<file path="config.mk">
export PLATFORM = sky130hd
export DESIGN_NAME = leve_ifetch_flat
export DESIGN_NICKNAME = d
export VERILOG_FILES = /design/src/rtl/leve_pkg.sv /design/src/rtl/leve_ifetch_if.sv /design/src/rtl/leve_fifo.sv /design/src/rtl/leve_ifetch.sv /design/src/flat_wrapper.sv
export SDC_FILE = /design/constraint.sdc
export NUM_CORES = 1
export LEC_CHECK = 0
export ABC_AREA = 1
export BUFFER_PORTS_ARGS = -buffer_cell sky130_fd_sc_hd__buf_4
export CORE_AREA = 4 4 243 245
export DETAILED_ROUTE_END_ITERATION = 12
export DIE_AREA = 0 0 247 249
export GPL_TIMING_DRIVEN = 0
export PLACE_DENSITY = 0.74
export SLEW_MARGIN = 20
export SYNTH_ARGS = -nofsm -noshare
export SYNTH_HDL_FRONTEND = slang
export SYNTH_SLANG_ARGS = --single-unit
</file>
<file path="constraint.sdc">
create_clock -name CLK -period 35.6 [get_ports CLK]
set_input_delay 7.12 -clock CLK [delete_from_list [all_inputs] [get_ports CLK]]
set_output_delay 7.12 -clock CLK [all_outputs]
set_load 0.02 [all_outputs]
</file>
<file path="src/rtl/leve_pkg.sv">
// Shared widths and payload types for the leve instruction-fetch stage.
package leve_pkg;

    localparam int unsigned XLEN = 64;
    localparam int unsigned ILEN = 32;

    // One decoded-ready fetch entry: instruction word paired with its PC.
    typedef struct packed {
        logic [XLEN-1:0] pc;
        logic [ILEN-1:0] inst;
    } fetch_ent_t;

endpackage

</file>
<file path="src/rtl/leve_ifetch_if.sv">
// Fetch-stage bus: PC handshake, instruction-memory port and decode handshake.
interface leve_ifetch_if;
    import leve_pkg::*;

    logic [XLEN-1:0] PC;
    logic            PC_VALID;
    logic            PC_READY;
    logic            FLUSH;
    logic            IMEM_REQ;
    logic [XLEN-1:0] IMEM_ADDR;
    logic            IMEM_GNT;
    logic            IMEM_RVALID;
    logic [ILEN-1:0] IMEM_RDATA;
    logic            INST_VALID;
    logic [ILEN-1:0] INST;
    logic [XLEN-1:0] INST_PC;
    logic            INST_READY;

    // Fetch stage side.
    modport slave (
        input  PC, PC_VALID, FLUSH, IMEM_GNT, IMEM_RVALID, IMEM_RDATA, INST_READY,
        output PC_READY, IMEM_REQ, IMEM_ADDR, INST_VALID, INST, INST_PC
    );

    // Environment side (PC generator, memory, decode).
    modport master (
        output PC, PC_VALID, FLUSH, IMEM_GNT, IMEM_RVALID, IMEM_RDATA, INST_READY,
        input  PC_READY, IMEM_REQ, IMEM_ADDR, INST_VALID, INST, INST_PC
    );

endinterface

</file>
<file path="src/rtl/leve_fifo.sv">
// Generic synchronous FIFO with flush; push with pop is accepted even when full.
module leve_fifo #(
    parameter int unsigned WIDTH = 8,
    parameter int unsigned DEPTH = 4
) (
    input  logic                       CLK,
    input  logic                       RST,
    input  logic                       flush,
    input  logic                       push,
    input  logic [WIDTH-1:0]           push_data,
    input  logic                       pop,
    output logic [WIDTH-1:0]           pop_data,
    output logic [$clog2(DEPTH+1)-1:0] count,
    output logic                       full,
    output logic                       empty
);

    localparam int unsigned PTR_W = (DEPTH > 1) ? $clog2(DEPTH) : 1;
    localparam int unsigned CNT_W = $clog2(DEPTH + 1);

    logic [WIDTH-1:0] mem [DEPTH];
    logic [PTR_W-1:0] rd_ptr;
    logic [PTR_W-1:0] wr_ptr;
    logic [CNT_W-1:0] cnt;
    logic             do_push;
    logic             do_pop;

    assign empty    = (cnt == '0);
    assign full     = (cnt == CNT_W'(DEPTH));
    assign do_pop   = pop && !empty;
    assign do_push  = push && (!full || do_pop);
    assign pop_data = mem[rd_ptr];
    assign count    = cnt;

    // Pointers and occupancy; flush empties the queue.
    always_ff @(posedge CLK or posedge RST) begin
        if (RST) begin
            rd_ptr <= '0;
            wr_ptr <= '0;
            cnt    <= '0;
        end else if (flush) begin
            rd_ptr <= '0;
            wr_ptr <= '0;
            cnt    <= '0;
        end else begin
            if (do_push) begin
                wr_ptr <= (wr_ptr == PTR_W'(DEPTH - 1)) ? '0 : wr_ptr + PTR_W'(1);
            end
            if (do_pop) begin
                rd_ptr <= (rd_ptr == PTR_W'(DEPTH - 1)) ? '0 : rd_ptr + PTR_W'(1);
            end
            cnt <= cnt + CNT_W'(do_push) - CNT_W'(do_pop);
        end
    end

    // Storage; cleared on reset so the head reads as zero while empty.
    always_ff @(posedge CLK or posedge RST) begin
        if (RST) begin
            for (int i = 0; i < int'(DEPTH); i++) begin
                mem[i] <= '0;
            end
        end else if (do_push && !flush) begin
            mem[wr_ptr] <= push_data;
        end
    end

endmodule

</file>
<file path="src/rtl/leve_ifetch.sv">
// Instruction fetch: issues in-order memory requests under a credit limit and
// pairs each returned word with its PC in a small buffer feeding decode.
module leve_ifetch
    import leve_pkg::*;
#(
    parameter int unsigned IBUF_DEPTH = 4,
    parameter int unsigned MAX_OUT    = 2
) (
    input  logic          CLK,
    input  logic          RST,
    leve_ifetch_if.slave  bus
);

    localparam int unsigned OUT_W  = $clog2(MAX_OUT + 1);
    localparam int unsigned IBC_W  = $clog2(IBUF_DEPTH + 1);
    localparam int unsigned SUM_W  = IBC_W + 1;
    localparam int unsigned DROP_W = 8;
    localparam int unsigned ENT_W  = $bits(fetch_ent_t);

    logic [OUT_W-1:0]  out_cnt;
    logic [OUT_W-1:0]  out_cnt_nxt;
    logic [DROP_W-1:0] drop_cnt;
    logic [DROP_W-1:0] drop_cnt_nxt;

    logic              credit;
    logic              imem_req;
    logic              grant;
    logic              rsp_keep;
    logic              rsp_drop;
    logic              inst_pop;

    logic [XLEN-1:0]   pend_head;
    logic [OUT_W-1:0]  pend_cnt;
    logic              pend_full;
    logic              pend_empty;

    fetch_ent_t        ibuf_in;
    fetch_ent_t        ibuf_head;
    logic [IBC_W-1:0]  ibuf_cnt;
    logic              ibuf_full;
    logic              ibuf_empty;

    // Credit counts only committed state; same-cycle pops do not free a slot.
    assign credit   = (out_cnt < OUT_W'(MAX_OUT)) &&
                      ((SUM_W'(out_cnt) + SUM_W'(ibuf_cnt)) < SUM_W'(IBUF_DEPTH));
    assign imem_req = bus.PC_VALID && credit && !bus.FLUSH && !RST;
    assign grant    = imem_req && bus.IMEM_GNT;
    assign rsp_drop = bus.IMEM_RVALID && (drop_cnt != '0);
    assign rsp_keep = bus.IMEM_RVALID && (drop_cnt == '0) && !bus.FLUSH;
    assign inst_pop = !ibuf_empty && bus.INST_READY && !bus.FLUSH;
    assign ibuf_in  = '{pc: pend_head, inst: bus.IMEM_RDATA};

    assign bus.IMEM_REQ   = imem_req;
    assign bus.IMEM_ADDR  = bus.PC;
    assign bus.PC_READY   = grant;
    assign bus.INST_VALID = !ibuf_empty;
    assign bus.INST       = ibuf_head.inst;
    assign bus.INST_PC    = ibuf_head.pc;

    // PCs of granted requests awaiting their response.
    leve_fifo #(.WIDTH(XLEN), .DEPTH(MAX_OUT)) u_pend (
        .CLK       (CLK),
        .RST       (RST),
        .flush     (bus.FLUSH),
        .push      (grant),
        .push_data (bus.PC),
        .pop       (rsp_keep),
        .pop_data  (pend_head),
        .count     (pend_cnt),
        .full      (pend_full),
        .empty     (pend_empty)
    );

    // Completed {PC, instruction} entries waiting for decode.
    leve_fifo #(.WIDTH(ENT_W), .DEPTH(IBUF_DEPTH)) u_ibuf (
        .CLK       (CLK),
        .RST       (RST),
        .flush     (bus.FLUSH),
        .push      (rsp_keep),
        .push_data (ibuf_in),
        .pop       (inst_pop),
        .pop_data  (ibuf_head),
        .count     (ibuf_cnt),
        .full      (ibuf_full),
        .empty     (ibuf_empty)
    );

    // Next outstanding/drop counts; a flush turns live requests into drops.
    always_comb begin
        out_cnt_nxt  = out_cnt;
        drop_cnt_nxt = drop_cnt;
        if (bus.FLUSH) begin
            out_cnt_nxt  = '0;
            drop_cnt_nxt = drop_cnt + DROP_W'(out_cnt) - DROP_W'(bus.IMEM_RVALID);
        end else begin
            out_cnt_nxt  = out_cnt + OUT_W'(grant) - OUT_W'(rsp_keep);
            drop_cnt_nxt = drop_cnt - DROP_W'(rsp_drop);
        end
    end

    // Counter registers.
    always_ff @(posedge CLK or posedge RST) begin
        if (RST) begin
            out_cnt  <= '0;
            drop_cnt <= '0;
        end else begin
            out_cnt  <= out_cnt_nxt;
            drop_cnt <= drop_cnt_nxt;
        end
    end

    // Protocol and internal-consistency checks.
    always_ff @(posedge CLK) begin
        if (!RST) begin
            assert (!(bus.IMEM_RVALID && (out_cnt == '0) && (drop_cnt == '0)));
            assert (!(grant && pend_full && !rsp_keep));
            assert (!(rsp_keep && pend_empty));
            assert (!(rsp_keep && ibuf_full && !inst_pop));
            assert (pend_cnt == out_cnt);
        end
    end

endmodule

</file>
<file path="src/flat_wrapper.sv">
// flat-port wrapper written by rule: the top's interface ports become plain ports
module leve_ifetch_flat import leve_pkg::*;
#(
    parameter int unsigned IBUF_DEPTH = 4,
    parameter int unsigned MAX_OUT    = 2
)
  (CLK, RST, bus_PC, bus_PC_VALID, bus_FLUSH, bus_IMEM_GNT, bus_IMEM_RVALID, bus_IMEM_RDATA, bus_INST_READY, bus_PC_READY, bus_IMEM_REQ, bus_IMEM_ADDR, bus_INST_VALID, bus_INST, bus_INST_PC);
  leve_ifetch_if bus_i ();
  input  logic CLK;
  input  logic RST;
  input wire logic [$bits(bus_i.PC)-1:0] bus_PC;
  input wire logic [$bits(bus_i.PC_VALID)-1:0] bus_PC_VALID;
  input wire logic [$bits(bus_i.FLUSH)-1:0] bus_FLUSH;
  input wire logic [$bits(bus_i.IMEM_GNT)-1:0] bus_IMEM_GNT;
  input wire logic [$bits(bus_i.IMEM_RVALID)-1:0] bus_IMEM_RVALID;
  input wire logic [$bits(bus_i.IMEM_RDATA)-1:0] bus_IMEM_RDATA;
  input wire logic [$bits(bus_i.INST_READY)-1:0] bus_INST_READY;
  output wire logic [$bits(bus_i.PC_READY)-1:0] bus_PC_READY;
  output wire logic [$bits(bus_i.IMEM_REQ)-1:0] bus_IMEM_REQ;
  output wire logic [$bits(bus_i.IMEM_ADDR)-1:0] bus_IMEM_ADDR;
  output wire logic [$bits(bus_i.INST_VALID)-1:0] bus_INST_VALID;
  output wire logic [$bits(bus_i.INST)-1:0] bus_INST;
  output wire logic [$bits(bus_i.INST_PC)-1:0] bus_INST_PC;
  assign bus_i.PC = bus_PC;
  assign bus_i.PC_VALID = bus_PC_VALID;
  assign bus_i.FLUSH = bus_FLUSH;
  assign bus_i.IMEM_GNT = bus_IMEM_GNT;
  assign bus_i.IMEM_RVALID = bus_IMEM_RVALID;
  assign bus_i.IMEM_RDATA = bus_IMEM_RDATA;
  assign bus_i.INST_READY = bus_INST_READY;
  assign bus_PC_READY = bus_i.PC_READY;
  assign bus_IMEM_REQ = bus_i.IMEM_REQ;
  assign bus_IMEM_ADDR = bus_i.IMEM_ADDR;
  assign bus_INST_VALID = bus_i.INST_VALID;
  assign bus_INST = bus_i.INST;
  assign bus_INST_PC = bus_i.INST_PC;
  leve_ifetch #(.IBUF_DEPTH(IBUF_DEPTH), .MAX_OUT(MAX_OUT)) u_core (.CLK(CLK), .RST(RST), .bus(bus_i));
endmodule
</file>
Word level (Yosys, flattened, before mapping). Cells that the tools add are included.

Output and inout bits: 163. Register bits after elaboration: 533.

Equality and inequality tests: 4. Bitwise gates (word level): 4. Mux-type cells: 28. $add $sub $neg: 14. Magnitude comparators: 8. Reductions and logical operators: 34.

Operators by type and width (number): $bwmux 384 (1); $mux 96 (3); $mux 64 (4); $bmux 96 s2 (1); $demux 96 s2 (1); $bwmux 128 (1); $demux 64 s1 (1); $logic_and 1x1->1 (18); $mux 2 (8); $sub 8x1->8 (2); $add 8x2->8 (1); $logic_not 8->1 (1); $mux 8 (1); $reduce_bool 2->1 (4); $reduce_bool 8->1 (1); $eq 2x2->1 const B (3); $ge 3x3->1 const B (2); $logic_not 1->1 (6); $mux 1 (6); $not 2->3 (2); $add 2x1->2 (2); $add 2x1->2 const B (2); $add 2x3->4 (1); $ge 2x2->1 const B (2); other kinds (14) (18).

Depth between registers and ports, before layout.
Depth after elaboration: 11. Depth in mapped cells: 16. Depth with buffers taken out: 15.

Hierarchy. From an unflattened synthesis, not the netlist that was laid out.

Cells, all modules: 3255. Area, all modules: 25529.5 um^2.

Modules (own cells, without submodules): leve_fifo at u_core.u_ibuf (instances 1, area each 17433.0 um^2, cells each 2223); leve_fifo at u_core.u_pend (instances 1, area each 6508.7 um^2, cells each 812); leve_ifetch (instances 1, area each 1587.8 um^2, cells each 220).

Least setup slack after synthesis. OpenSTA, ideal clock, no wires.

Path kind: input to output. From: input bus_FLUSH. To: output bus_PC_READY. Stages: 5. Arrival: 8.051 ns. Buffers on the path: 2. Slack: 20.429 ns. Cell sequence: buf_2 > nor2_1 > nand2_1 > nor3b_2 > buf_2.

Word-level cells in the longest chain between the ends: 4.

RTL lines: start, declared (RTL line flat_wrapper.sv:13) `input wire logic [$bits(bus_i.FLUSH)-1:0] bus_FLUSH;`; $logic_not 1->1 (RTL line leve_ifetch.sv:46) `assign imem_req = bus.PC_VALID && credit && !bus.FLUSH && !RST;`; $logic_and 1x1->1 (2 in series) (RTL line leve_ifetch.sv:46); $logic_and 1x1->1 (RTL line leve_ifetch.sv:47) `assign grant = imem_req && bus.IMEM_GNT;`; end, declared (RTL line flat_wrapper.sv:18) `output wire logic [$bits(bus_i.PC_READY)-1:0] bus_PC_READY;`.

Every way passes these cells.

Final worst setup path. Same ends and word-level chain as after synthesis.

==> PnR_summary.wiki <==
{| class="wikitable"
! Metric !! Value
|-
| Crit path capture type || output pin
|-
| Count of endpoints failing setup in the final report || 0
|-
| Run status || completed
|-
| Number of cells after detailed placement || roughly 4200
|-
| Clk slew on worst S/H paths || ~60 ps
|-
| # diodes || 0
|-
| Ports placed on the boundary || about 270
|-
| Top-area cell type share of the netlist area || 0.5276
|-
| IO Port Bufs || 264
|-
| CTS-repair resized insts || 0
|-
| Number of antenna violations at the first check in global routing || 0
|-
| Number of synthesized flops with an enable pin || 0
|-
| Areal power density over the cells || 65.05 nW/um2
|-
| Placer congestion estimate || approximately 0.89
|-
| Cts hold-fix bufs || 0
|-
| Die X || 247 um
|-
| Total of max-cap violations || 0
|-
| Setup_tns || 0 ps
|-
| Post-synthesis net count || approximately 3300
|-
| Worst path required time || approximately 28000 ps
|-
| Terminating pin of the worst hold path || u_core.u_pend.mem[96]
|-
| Global-route usage over all layers || 0.2525
|-
| Slew Viols, Final || 0
|-
| Syn avg cell area || 7.990 um2
|-
| Pre-CTS setup slack || approximately 20000 ps
|-
| Overall routed net length || about 80 mm
|-
| R2R Setup Slk || around 33000 ps
|-
| FFs w/ async S/R, synth || 1.000
|-
| Die footprint || 61500 um2
|-
| Flops & latches, synth || approximately 530
|-
| Post-route insts no fill || roughly 4300
|-
| Worst slew slack as a fraction of its limit || 0.3647
|-
| Number of instances in the synthesized netlist || ~3200
|-
| Met2 demand-to-capacity share in global routing || 0.3889
|-
| Netlist cell types || 26
|-
| Clock net sink count || approximately 530
|-
| Residual DRC || 0
|-
| Met1 routing resource usage after global routing || 0.3609
|-
| Placed wire-length estimate || between 50 and 60 mm
|-
| Slowest cell delay on critical path || just under 800 ps
|-
| Worst path bufs/invs || 3
|-
| Leak pwr || 16.26 nW
|-
| Routed vias || between 20000 and 25000
|-
| Data arrival time of the worst path || approximately 8900 ps
|-
| First-iteration detailed-routing DRC count || between 2000 and 2500
|-
| Worst reg2reg path depth || 11
|-
| Maximum number of buffers from clock root to sink || 3
|-
| Slowest-stage cell, CP || sky130_fd_sc_hd__nor3b_2
|-
| Fraction of layout instances using a drive strength above 1 || 0.1423
|-
| Initial core utilization || 0.4424
|-
| Post-layout worst setup margin || roughly 20000 ps
|-
| Core box area || between 50000 and 60000 um2
|-
| Critical setup path kind || input port to output pin
|-
| Vias in the first global route || 22560
|-
| CP startpoint || bus_FLUSH
|-
| Yosys warnings || 0
|-
| DRT Pass-1 Iters || 6
|-
| Remaining global-route overflow || 0
|-
| Finished layout cell area || slightly above 30000 um2
|-
| Delay-heaviest family, CP || simple AND/OR/NAND/NOR gates
|-
| Worst Min Path Start || u_core.u_pend.mem[96]
|-
| Biggest area contributors in the synthesized netlist || sky130_fd_sc_hd__dfrtp_1 (53%), sky130_fd_sc_hd__nand2_1 (17%), sky130_fd_sc_hd__o21ai_0 (6.6%), sky130_fd_sc_hd__nand3_1 (5.6%), sky130_fd_sc_hd__nand4_1 (3.3%)
|-
| CP max FO || 10
|-
| Vert. Die Dim || about 250 um
|-
| Synth area leader || sky130_fd_sc_hd__dfrtp_1
|-
| Main flop type after synthesis || sky130_fd_sc_hd__dfrtp_1
|-
| Fmax || roughly 63 MHz
|-
| Cell repeated most along the worst path || sky130_fd_sc_hd__buf_2
|-
| Class of the tightest hold or removal check || flip-flop to flip-flop
|-
| Number of nets still failing antenna checks after routing || 0
|-
| Via density || approximately 5.4
|-
| Clock buffer count from CTS || 57
|-
| Final standard cell utilization of the core || 0.5317
|-
| GRT met3 Usage || 0.03520
|-
| Total placed instance area || ~28000 um2
|-
| Hold Path Depth || 2
|-
| Final worst clock skew || ~17 ps
|-
| Area added between synthesis and finish || 20.20%
|-
| CTS H-tree depth || 2
|-
| Endpoint of the lowest-slack register-to-register path || u_core.u_pend.count[1]
|-
| Site row count || ~90
|-
| Critical Path, Cell by Cell || buf_2 > nor2_1 > nand2_1 > nor3b_2 > buf_2 > buf_4
|-
| Crit Reg-Reg Startpoint || u_core.u_ibuf.count[1]
|-
| Crit start category || input port
|-
| Period utilization || 0.4490
|-
| Global-route wire length before repair || between 100 and 150 mm
|-
| Maximum number of pins on one net before global-route repair || around 110
|-
| Post-CTS setup buffer count || 0
|-
| Crit path time final || approximately 16000 ps
|-
| DR WL/cell || ~19 um
|-
| RSZ-0062 raised after global routing || false
|-
| Fraction of the yosys area taken by sequential cells || 0.5276
|-
| Clock Latency Late Sink || approximately 630 ps
|-
| Highest ir drop seen on vdd || between 0.00004 and 0.00005 V
|-
| Slew @ Worst Pin || about 950 ps
|-
| Root Driver || sky130_fd_sc_hd__clkbuf_16
|-
| TritonCTS clock tree || done
|-
| Hold violation count in the final report || 0
|-
| Number of fill cells in the layout || 5302
|-
| Layout Nets || about 3600
|-
| Synthesized cell area || approximately 25000 um2
|-
| Most used routing layer || met2
|}
[through the flow]
stage	hold slack [ps]	power (W)
2_1_floorplan	441.7	0.001087
4_1_cts	473.3	0.001973
6_report	470.1	0.001977
5_1_grt	485.4	0.002067
3_3_place_gp	453.0	0.001335
3_5_place_dp	458.3	0.001345
[layout by cell type, fill, tap and decap left out, drive strengths merged]
master	count
a21oi	7
nor2	217
clkbuf	230
clkinvlp	3
o22ai	96
nand3	282
buf	428
dfrtp	533
nor3	1
xnor2	4
xor2	3
nand4	132
and2	1
bufinv	8
nor3b	1
o21ai	335
clkinv	17
inv	82
a21boi	1
nand2	1127
ha	29
mux2i	1
fa	2
o31ai	1
[cells in the mapped netlist, drive strengths merged, types with 7 or more instances]
cell type and instances:
dfrtp 533, o21ai 335, ha 29, nand3 282, clkbuf 152, nand2 1127
o22ai 96, a21oi 7, nand4 132, nor2 217, inv 81, buf 158
[registers in the layout, indices dropped and copies added, names as in the netlist]
signal / cells
u_core.u_ibuf.count: 3
u_core.u_pend.mem: 128
u_core.out_cnt: 2
u_core.u_pend.count: 2
u_core.drop_cnt: 8
u_core.u_pend.wr_ptr: 1
u_core.u_ibuf.wr_ptr: 2
u_core.u_ibuf.mem: 384
u_core.u_ibuf.rd_ptr: 2
u_core.u_pend.rd_ptr: 1
[cells by family (layout without fill, tap and decap cells)]
logic type                 after synthesis  count (layout)  synth area share
and+or+nand+nor                       1761            1761            0.2892
DFF                                    533             533            0.5276
AOI/OAI and AO/OA                      440             440           0.09206
buffers and inverters                  391             768           0.07236
adders and majority gates               31              31           0.01594
xor gates and xnor gates                 7               7          0.002425
muxes                                    1               1         0.0003960
[layer usage]
metal,up-vias,part of all wire
met5,-,0
li1,11000,-
met2,1106,0.45
met1,11060,0.42
met3,184,0.091
met4,0,0.040
[worst reg2reg max path: stages (launching register included)]
cell,delay (ps)
sky130_fd_sc_hd__dfrtp_1,450
sky130_fd_sc_hd__ha_1,320
sky130_fd_sc_hd__nand3_1,90
sky130_fd_sc_hd__nand2_1,100
sky130_fd_sc_hd__nor3b_2,750
sky130_fd_sc_hd__buf_4,330
sky130_fd_sc_hd__nand2_1,120
sky130_fd_sc_hd__ha_1,290
sky130_fd_sc_hd__inv_1,40
sky130_fd_sc_hd__ha_1,190
sky130_fd_sc_hd__xor2_1,170
sky130_fd_sc_hd__nor2_1,60
[worst max path at each step]
stage	end	depth (start not counted)
floorplan	u_core.drop_cnt[0]	1
global placement	u_core.u_ibuf.mem[298]	2
detailed placement	bus_PC_READY	6
CTS	bus_PC_READY	6
global route	bus_PC_READY	6
finish	bus_PC_READY	6
[power by group]
group / leakage [nW] / switching, W / internal (W)
registers: 7.31 / 0.0000398 / 0.000675
logic: 7.97 / 0.000424 / 0.000208
clock network: 0.978 / 0.000255 / 0.000375
[final cells by class]
cell class | instances | area [um2] | share of cell area
Clock buffer | 78 | 1605 | 0.05283
Tap cell | 765 | 957.2 | 0.03150
Inverter | 81 | 311.5 | 0.01025
Sequential cell | 533 | 13340 | 0.4389
Buffer | 310 | 1525 | 0.05019
Clock inverter | 29 | 390.4 | 0.01285
Timing Repair Buffer | 270 | 2147 | 0.07066
Multi-Input combinational cell | 2240 | 10110 | 0.3328
Note: power is estimated with default switching activity, not from simulation.
